[config.mk]
export PLATFORM = sky130hd
export DESIGN_NAME = mips32_prog_loader
export DESIGN_NICKNAME = d
export VERILOG_FILES = /design/src/rtl/mips32_prog_loader.sv
export SDC_FILE = /design/constraint.sdc
export NUM_CORES = 1
export LEC_CHECK = 0
export CAP_MARGIN = 20
export CORE_MARGIN = 4
export CORE_UTILIZATION = 50
export CTS_CLUSTER_DIAMETER = 80
export DETAILED_ROUTE_END_ITERATION = 10
export PLACE_DENSITY_LB_ADDON = 0.08
export RECOVER_POWER = 50
export SLEW_MARGIN = 15
export SYNTH_ARGS = -nofsm -noshare
export SYNTH_HDL_FRONTEND = slang
export SYNTH_SLANG_ARGS = --single-unit
[constraint.sdc]
create_clock -name clk1 -period 4.7 [get_ports clk1]
set_input_delay 0.94 -clock clk1 [delete_from_list [all_inputs] [get_ports clk1]]
set_output_delay 0.94 -clock clk1 [all_outputs]
set_load 0.01 [all_outputs]
[src/rtl/mips32_prog_loader.sv]
// mips32_prog_loader
//
// Boot-time program loader for the MIPS32 pipelined core. A byte stream
// arrives over a valid/ready port: a header byte N (word count, 1..255),
// then 4*N payload bytes (big-endian words, first byte -> bits 31:24) and,
// when LOADER_CHECKSUM_EN is defined, one trailing checksum byte. It is the
// 8-bit sum of all payload bytes. Each assembled word is written into
// instruction memory at (BASE_ADDR + index) mod 2^IM_AW. After the last
// word (and the checksum, if enabled) the core is released with a
// one-cycle cpu_start pulse. cpu_run is then held until the core reports
// cpu_halted.
//
// Optional feature macro: LOADER_CHECKSUM_EN (adds the CHK state, the
// trailing checksum byte and a functional, sticky err output).
//
// Handshake: a byte moves when rx_valid and rx_ready are both high at a
// rising edge of clk1. rx_ready depends only on loader state and rst_n,
// never on rx_valid. A source may insert rx_valid gaps at any point.
//
// Ports:
//   clk1        in   single clock, rising edge
//   rst_n       in   asynchronous active-low reset
//   rx_valid    in   rx_data holds a byte
//   rx_data     in   [7:0] stream byte
//   rx_ready    out  loader accepts a byte this cycle
//   im_we       out  instruction-memory write strobe, one cycle per word
//   im_addr     out  [IM_AW-1:0] write word address
//   im_wdata    out  [31:0] write data
//   cpu_start   out  one-cycle core release pulse
//   cpu_run     out  core may fetch while high
//   cpu_halted  in   core has retired HLT
//   err         out  checksum failure, sticky until reset
//   dbg_state   out  [2:0] current FSM state, for observation only
module mips32_prog_loader #(
    parameter int IM_AW     = 10,
    parameter int BASE_ADDR = 0
) (
    input  logic             clk1,
    input  logic             rst_n,
    input  logic             rx_valid,
    input  logic [7:0]       rx_data,
    output logic             rx_ready,
    output logic             im_we,
    output logic [IM_AW-1:0] im_addr,
    output logic [31:0]      im_wdata,
    output logic             cpu_start,
    output logic             cpu_run,
    input  logic             cpu_halted,
    output logic             err,
    output logic [2:0]       dbg_state
);

    localparam logic [2:0] S_IDLE  = 3'd0;
    localparam logic [2:0] S_LOAD  = 3'd1;
    localparam logic [2:0] S_START = 3'd2;
    localparam logic [2:0] S_RUN   = 3'd3;
`ifdef LOADER_CHECKSUM_EN
    localparam logic [2:0] S_CHK   = 3'd4;
    localparam logic [2:0] S_ERR   = 3'd5;
`endif

    logic [2:0]       state_q,    state_d;
    logic [7:0]       n_q,        n_d;        // words in this program
    logic [7:0]       idx_q,      idx_d;      // words assembled so far
    logic [1:0]       phase_q,    phase_d;    // byte position within word
    logic [23:0]      word_q,     word_d;     // first three bytes of word
    logic             im_we_q,    im_we_d;
    logic [IM_AW-1:0] im_addr_q,  im_addr_d;
    logic [31:0]      im_wdata_q, im_wdata_d;
`ifdef LOADER_CHECKSUM_EN
    logic [7:0]       sum_q,      sum_d;      // running payload byte sum
`endif

    logic             load_done;
    logic             accept;
    logic [IM_AW-1:0] wr_addr;

    // All N words assembled. LOAD spends one more cycle here, with
    // rx_ready low, so that the release step follows the final im_we cycle.
    assign load_done = (idx_q == n_q);

    always_comb begin
        rx_ready = 1'b0;
        if (rst_n) begin
            case (state_q)
                S_IDLE:  rx_ready = 1'b1;
                S_LOAD:  rx_ready = !load_done;
`ifdef LOADER_CHECKSUM_EN
                S_CHK:   rx_ready = 1'b1;
`endif
                default: rx_ready = 1'b0;
            endcase
        end
    end

    assign accept  = rx_valid && rx_ready;
    // The cast truncates the sum, which gives the modulo 2^IM_AW wrap.
    assign wr_addr = IM_AW'(BASE_ADDR) + IM_AW'(idx_q);

    always_comb begin
        state_d    = state_q;
        n_d        = n_q;
        idx_d      = idx_q;
        phase_d    = phase_q;
        word_d     = word_q;
        im_we_d    = 1'b0;
        im_addr_d  = im_addr_q;
        im_wdata_d = im_wdata_q;
`ifdef LOADER_CHECKSUM_EN
        sum_d      = sum_q;
`endif
        case (state_q)
            S_IDLE: begin
                // A zero header is consumed and ignored.
                if (accept && (rx_data != 8'd0)) begin
                    n_d     = rx_data;
                    idx_d   = 8'd0;
                    phase_d = 2'd0;
`ifdef LOADER_CHECKSUM_EN
                    sum_d   = 8'd0;
`endif
                    state_d = S_LOAD;
                end
            end
            S_LOAD: begin
                if (load_done) begin
`ifdef LOADER_CHECKSUM_EN
                    state_d = S_CHK;
`else
                    state_d = S_START;
`endif
                end else if (accept) begin
`ifdef LOADER_CHECKSUM_EN
                    sum_d = sum_q + rx_data;
`endif
                    if (phase_q == 2'd3) begin
                        im_we_d    = 1'b1;
                        im_addr_d  = wr_addr;
                        im_wdata_d = {word_q, rx_data};
                        idx_d      = idx_q + 8'd1;
                        phase_d    = 2'd0;
                    end else begin
                        word_d  = {word_q[15:0], rx_data};
                        phase_d = phase_q + 2'd1;
                    end
                end
            end
`ifdef LOADER_CHECKSUM_EN
            S_CHK: begin
                if (accept) begin
                    state_d = (rx_data == sum_q) ? S_START : S_ERR;
                end
            end
            S_ERR: begin
                state_d = S_ERR;
            end
`endif
            S_START: begin
                state_d = S_RUN;
            end
            S_RUN: begin
                if (cpu_halted) begin
                    state_d = S_IDLE;
                end
            end
            default: begin
                state_d = S_IDLE;
            end
        endcase
    end

    always_ff @(posedge clk1 or negedge rst_n) begin
        if (!rst_n) begin
            state_q    <= S_IDLE;
            n_q        <= 8'd0;
            idx_q      <= 8'd0;
            phase_q    <= 2'd0;
            word_q     <= 24'd0;
            im_we_q    <= 1'b0;
            im_addr_q  <= '0;
            im_wdata_q <= 32'd0;
`ifdef LOADER_CHECKSUM_EN
            sum_q      <= 8'd0;
`endif
        end else begin
            state_q    <= state_d;
            n_q        <= n_d;
            idx_q      <= idx_d;
            phase_q    <= phase_d;
            word_q     <= word_d;
            im_we_q    <= im_we_d;
            im_addr_q  <= im_addr_d;
            im_wdata_q <= im_wdata_d;
`ifdef LOADER_CHECKSUM_EN
            sum_q      <= sum_d;
`endif
        end
    end

    assign im_we     = im_we_q;
    assign im_addr   = im_addr_q;
    assign im_wdata  = im_wdata_q;
    assign cpu_start = (state_q == S_START);
    assign cpu_run   = (state_q == S_RUN);
    assign dbg_state = state_q;
`ifdef LOADER_CHECKSUM_EN
    assign err       = (state_q == S_ERR);
`else
    assign err       = 1'b0;
`endif

endmodule

Word level (Yosys, flattened, before mapping)
Index checks and enable logic that the tools add are counted.
{"block": "totals", "regBits": 86, "word_cells": 55}
{"block": "op_classes", "add_sub_neg": 2, "eq_ne": 11, "mux": 20, "bitwise_logic": 2, "reduce_logical": 12}
{"op": "2-to-1 mux 8 bit", "n": 4}
{"op": "one-hot mux 8 bit (2 select lines)", "n": 1}
{"op": "one-hot mux 3 bit (4 select lines)", "n": 1}
{"op": "AND reduction 4 bit", "n": 3}
{"op": "inequality test 2 bit (second input constant)", "n": 5}
{"op": "2-to-1 mux 3 bit", "n": 3}
{"op": "adder 8 x 1 -> 8 bit (second input constant)", "n": 1}
{"op": "equality test 8 bit", "n": 1}
{"op": "2-to-1 mux 2 bit", "n": 4}
{"op": "nonzero test 8 bit", "n": 1}
{"op": "equality test 3 x 2 -> 1 bit (second input constant)", "n": 2}
{"op": "2-to-1 mux 1 bit", "n": 5}
{"op": "AND reduction 5 bit", "n": 1}
{"op": "one-hot mux 2 bit (2 select lines)", "n": 1}
{"op": "equality test 3 x 1 -> 1 bit (second input constant)", "n": 1}
{"op": "logical NOT 3 bit", "n": 1}
{"op": "AND reduction 3 bit", "n": 1}
{"op": "adder 2 x 1 -> 2 bit (second input constant)", "n": 1}
{"op": "equality test 2 bit (second input constant)", "n": 1}
{"op": "logical AND 1 bit", "n": 2}
{"op": "inequality test 2 x 1 -> 1 bit (second input constant)", "n": 1}
{"op": "inverter 1 bit", "n": 2}
{"op": "one-hot mux 1 bit (2 select lines)", "n": 1}
{"op": "AND reduction 2 bit", "n": 1}
{"op": "2 further kinds", "n": 2}

Logic depth before layout (Yosys ltp)
{"block": "logic_depth", "word_depth": 8, "mapped_depth": 8, "ltp_nobuf": 6}

Worst setup path after synthesis
Ideal clock, no wire load.
{"block": "synth_timing", "kind": "reg2out", "from": "reg state_q[1] (netlist: dbg_state[1])", "to": "out rx_ready", "arrival_time_ns": 1.430, "required_ns": 3.760, "slack_ns": 2.330, "path_stages_with_launch": 7, "path_buffers": 1, "cell_sequence": "dfrtp_1 inv_1 ha_1 clkbuf_1 inv_1 a21oi_1 o21a_1"}
{"block": "synth_between", "elab_chain_len": 3}
{"element": "start: declaration", "line_no": "62", "text": "logic [2:0] state_q, state_d;"}
{"element": "start signal: assignment", "line_no": "186", "text": "state_q <= state_d;"}
{"element": "equality test 3 x 1 -> 1 bit or logical NOT 3 bit (tied branches)", "line_no": "85", "text": "case (state_q)"}
{"element": "one-hot mux 1 bit (2 select lines) *", "line_no": "85"}
{"element": "2-to-1 mux 1 bit *", "line_no": "84", "text": "if (rst_n) begin"}
{"element": "end: declaration", "line_no": "42", "text": "output logic rx_ready,"}
Mark *: on every way between the ends. The rest lies on a longest branch, timed or not.

Final worst setup path
Same ends and word-level chain as after synthesis.

==> metrics <==
Setup TNS 0 ps; CTS hold repair buffers 0; 1st-iter DRT viols 67; GPL Wtd Cong 0.790; synth-to-layout area growth 20.9%; Core ar. 0.00737 mm2; post-CTS setup buffers 0; Max Freq 281 MHz; Post-Layout Inst Area 0.00465 mm2; Core Util, Final between 60% and 70%; pre-CTS setup slack around 1500 ps; Setup-failing EPs final 0; Clk pin slew, worst setup/hold paths about 80 ps; Mean Syn Cell Area 14.0 um2; setup slack, reg-to-reg about 1800 ps; failing checks capacitance limit, slew limit; htree depth 3; sequential standard cell area 0.00213 mm2; Post-Syn Area 0.00385 mm2; hold crit path type flop to flop; busiest metal layer after global routing met2; Fill cells 594; reg2reg end im_wdata[10]; hpwl dp 4.93 mm; Req. time, crit path 3760 ps; met2 track demand over resource 25.8%; WL final 7.11 mm; # port buffers 57; Crit path top cell by count inv_1; total of max-cap violations 1; Max stage delay on crit path about 640 ps; Layout Skew 13.2 ps; most frequent cells in the layout dfrtp_1, mux2_2, clkdlybuf4s50_1; r2r startpoint dbg_state[1]; EDFF count, synth 0; GRT Residual Overflow 0; I/O pins 62; Final ANT Viol Nets 0; later-pin clock latency in the skew report 360 ps; first-pass GRT wire length 11.9 mm; Hold Path Depth 1; min cycle time layout between 3000 and 4000 ps; NumNets Final 348; power per cell area 573 mW/mm2; Critical Path End Type primary output; critical path launch point type flop; share of the yosys chip area belonging to registers a little under three fifths; die area 0.00917 mm2; Pleak 2.17 nW; total track usage 17.3%; commonest non-fill, non-tap cell in the layout dfrtp_1; met1 GRT Util 23.6%; Async SR Flop Fraction 100%; antenna cells 0; status finished, violations left; vias 2,314; initial antenna violation count 0; Die Span Y between 90 and 100 um; period utilization 75.8%; R2R depth 5; worst-margin pin slew 2840 ps; FF+latch count, synth between 80 and 90; CP Cell Sequence inv_1 > ha_1 > inv_1 > a21oi_1 > o21a_1 > clkdlybuf4s50_1; Peak VDD IR 304 uV; # clock sinks 85; Synth Warn # 0; Initial DRT Pass Iterations 4; RSZ-0062 raised after global routing no; largest fanout on the critical path 23; Slowest-stage cell, CP ha_1; Final WS setup 1140 ps; CTS tree done; Hold Fails Final Rpt 0; Root Driver clkbuf_8; largest net degree at the start of global routing 55; Residual DRC 0; Slew Limit Fails 55; Slew HR -89.7%; vias in the first global route 2,347; met3 Track Usage GR around 5.2%; Multi-input gate area 0.00157 mm2; ys flop type dfrtp_1; drt wl/cell 16.5 um; hold path endpoint im_addr[0]; crit path DAT 2620 ps; CP Class flop to primary output; die width 95.8 um; Synth Instances 276; fraction of layout cells with a size suffix above 1 between 20% and 30%; PostCTS Resize Cnt 0; clk buf depth 2; # rows 31; TritonCTS Buffers 9; Starting Density 52.3%; unique cell type count in the Yosys netlist 39; vias per cell about 5.4; dpl cell area 0.00444 mm2; HP Start im_addr[0]
-- synth_stat cells, drive strengths merged, types with 2 or more instances --
cell / number / area, um2
a21o: 4 / 30.0
a41o: 2 / 20.0
and4: 2 / 20.0
buf: 13 / 118
clkbuf: 7 / 26.3
dfrtp: 85 / 2130
ha: 7 / 87.6
inv: 5 / 18.8
mux2: 73 / 897
nand2: 23 / 93.8
nand2b: 4 / 25.0
nand3: 8 / 40.0
nand4: 6 / 37.5
nor2: 3 / 11.3
nor4: 4 / 55.1
o211ai: 5 / 37.5
o311ai: 4 / 35.0
xor2: 8 / 70.1
-- registers in the layout, indices dropped and copies added (netlist names) --
| register | count |
|---|---|
| im_addr | 8 |
| n_q | 8 |
| im_wdata | 32 |
| word_q | 24 |
| idx_q | 8 |
| dbg_state | 2 |
| phase_q | 2 |
| im_we | 1 |
-- layout make-up --
cell class | instances | area share (%)
clock buffer | 9 | 2.66
clock inverter | 6 | 2.07
sequential | 85 | 45.7
inverter | 5 | 0.403
tap | 99 | 2.66
timing repair buffer | 59 | 12.7
multi-input combinational | 169 | 33.8
-- per-stage QoR --
step	hold slack, ps	cells	total power, mW
final	503	432	2.67
after global routing	527	432	2.83
after CTS	516	432	2.74
after detailed placement	492	417	2.16
after global placement	488	417	2.13
after floorplan	478	279	1.71
-- cells by family (layout without fill, tap and decap cells) --
family | after synthesis | in the layout | synth area share (%)
other cells | 1 | 4 | 0.0974
xor+xnor | 8 | 8 | 1.82
buf+inv | 25 | 79 | 4.22
fa+ha+maj | 7 | 7 | 2.27
mux | 74 | 74 | 23.6
flops | 85 | 85 | 55.2
compound gates | 23 | 23 | 4.91
simple gates | 53 | 53 | 7.89
-- routing by layer --
layer / vias to the layer above / share of wire, %
li1: 1076 / -
met4: 0 / 1.9
met3: 9 / 5.8
met2: 58 / 45
met1: 1171 / 47
met5: - / 0
-- worst max path at each step --
stage | startpoint | end | slack (ps) | cells after the start
after floorplan | dbg_state[1] | rx_ready | 2330 | 6
after global placement | dbg_state[1] | rx_ready | 1480 | 6
after detailed placement | rx_valid | im_wdata[30] | 1470 | 5
after CTS | dbg_state[1] | rx_ready | 1120 | 6
after global routing | rst_n | n_q[5] | 480 | 2
final | dbg_state[1] | rx_ready | 1140 | 6
-- power breakdown --
part | switching [mW] | internal, mW | leakage [nW]
sequential | 0.186 | 1.01 | 1.00
combinational | 0.318 | 0.570 | 1.06
clock | 0.274 | 0.303 | 0.108
-- worst max-delay path, delay by kind of cell (launching register included) --
family | cells | cell delay (ps)
AOI/OAI and AO/OA | 2 | 380
adders and majority gates | 1 | 640
buffers and inverters | 3 | 820
DFF | 1 | 430
Note: power is estimated with default switching activity, not from simulation.
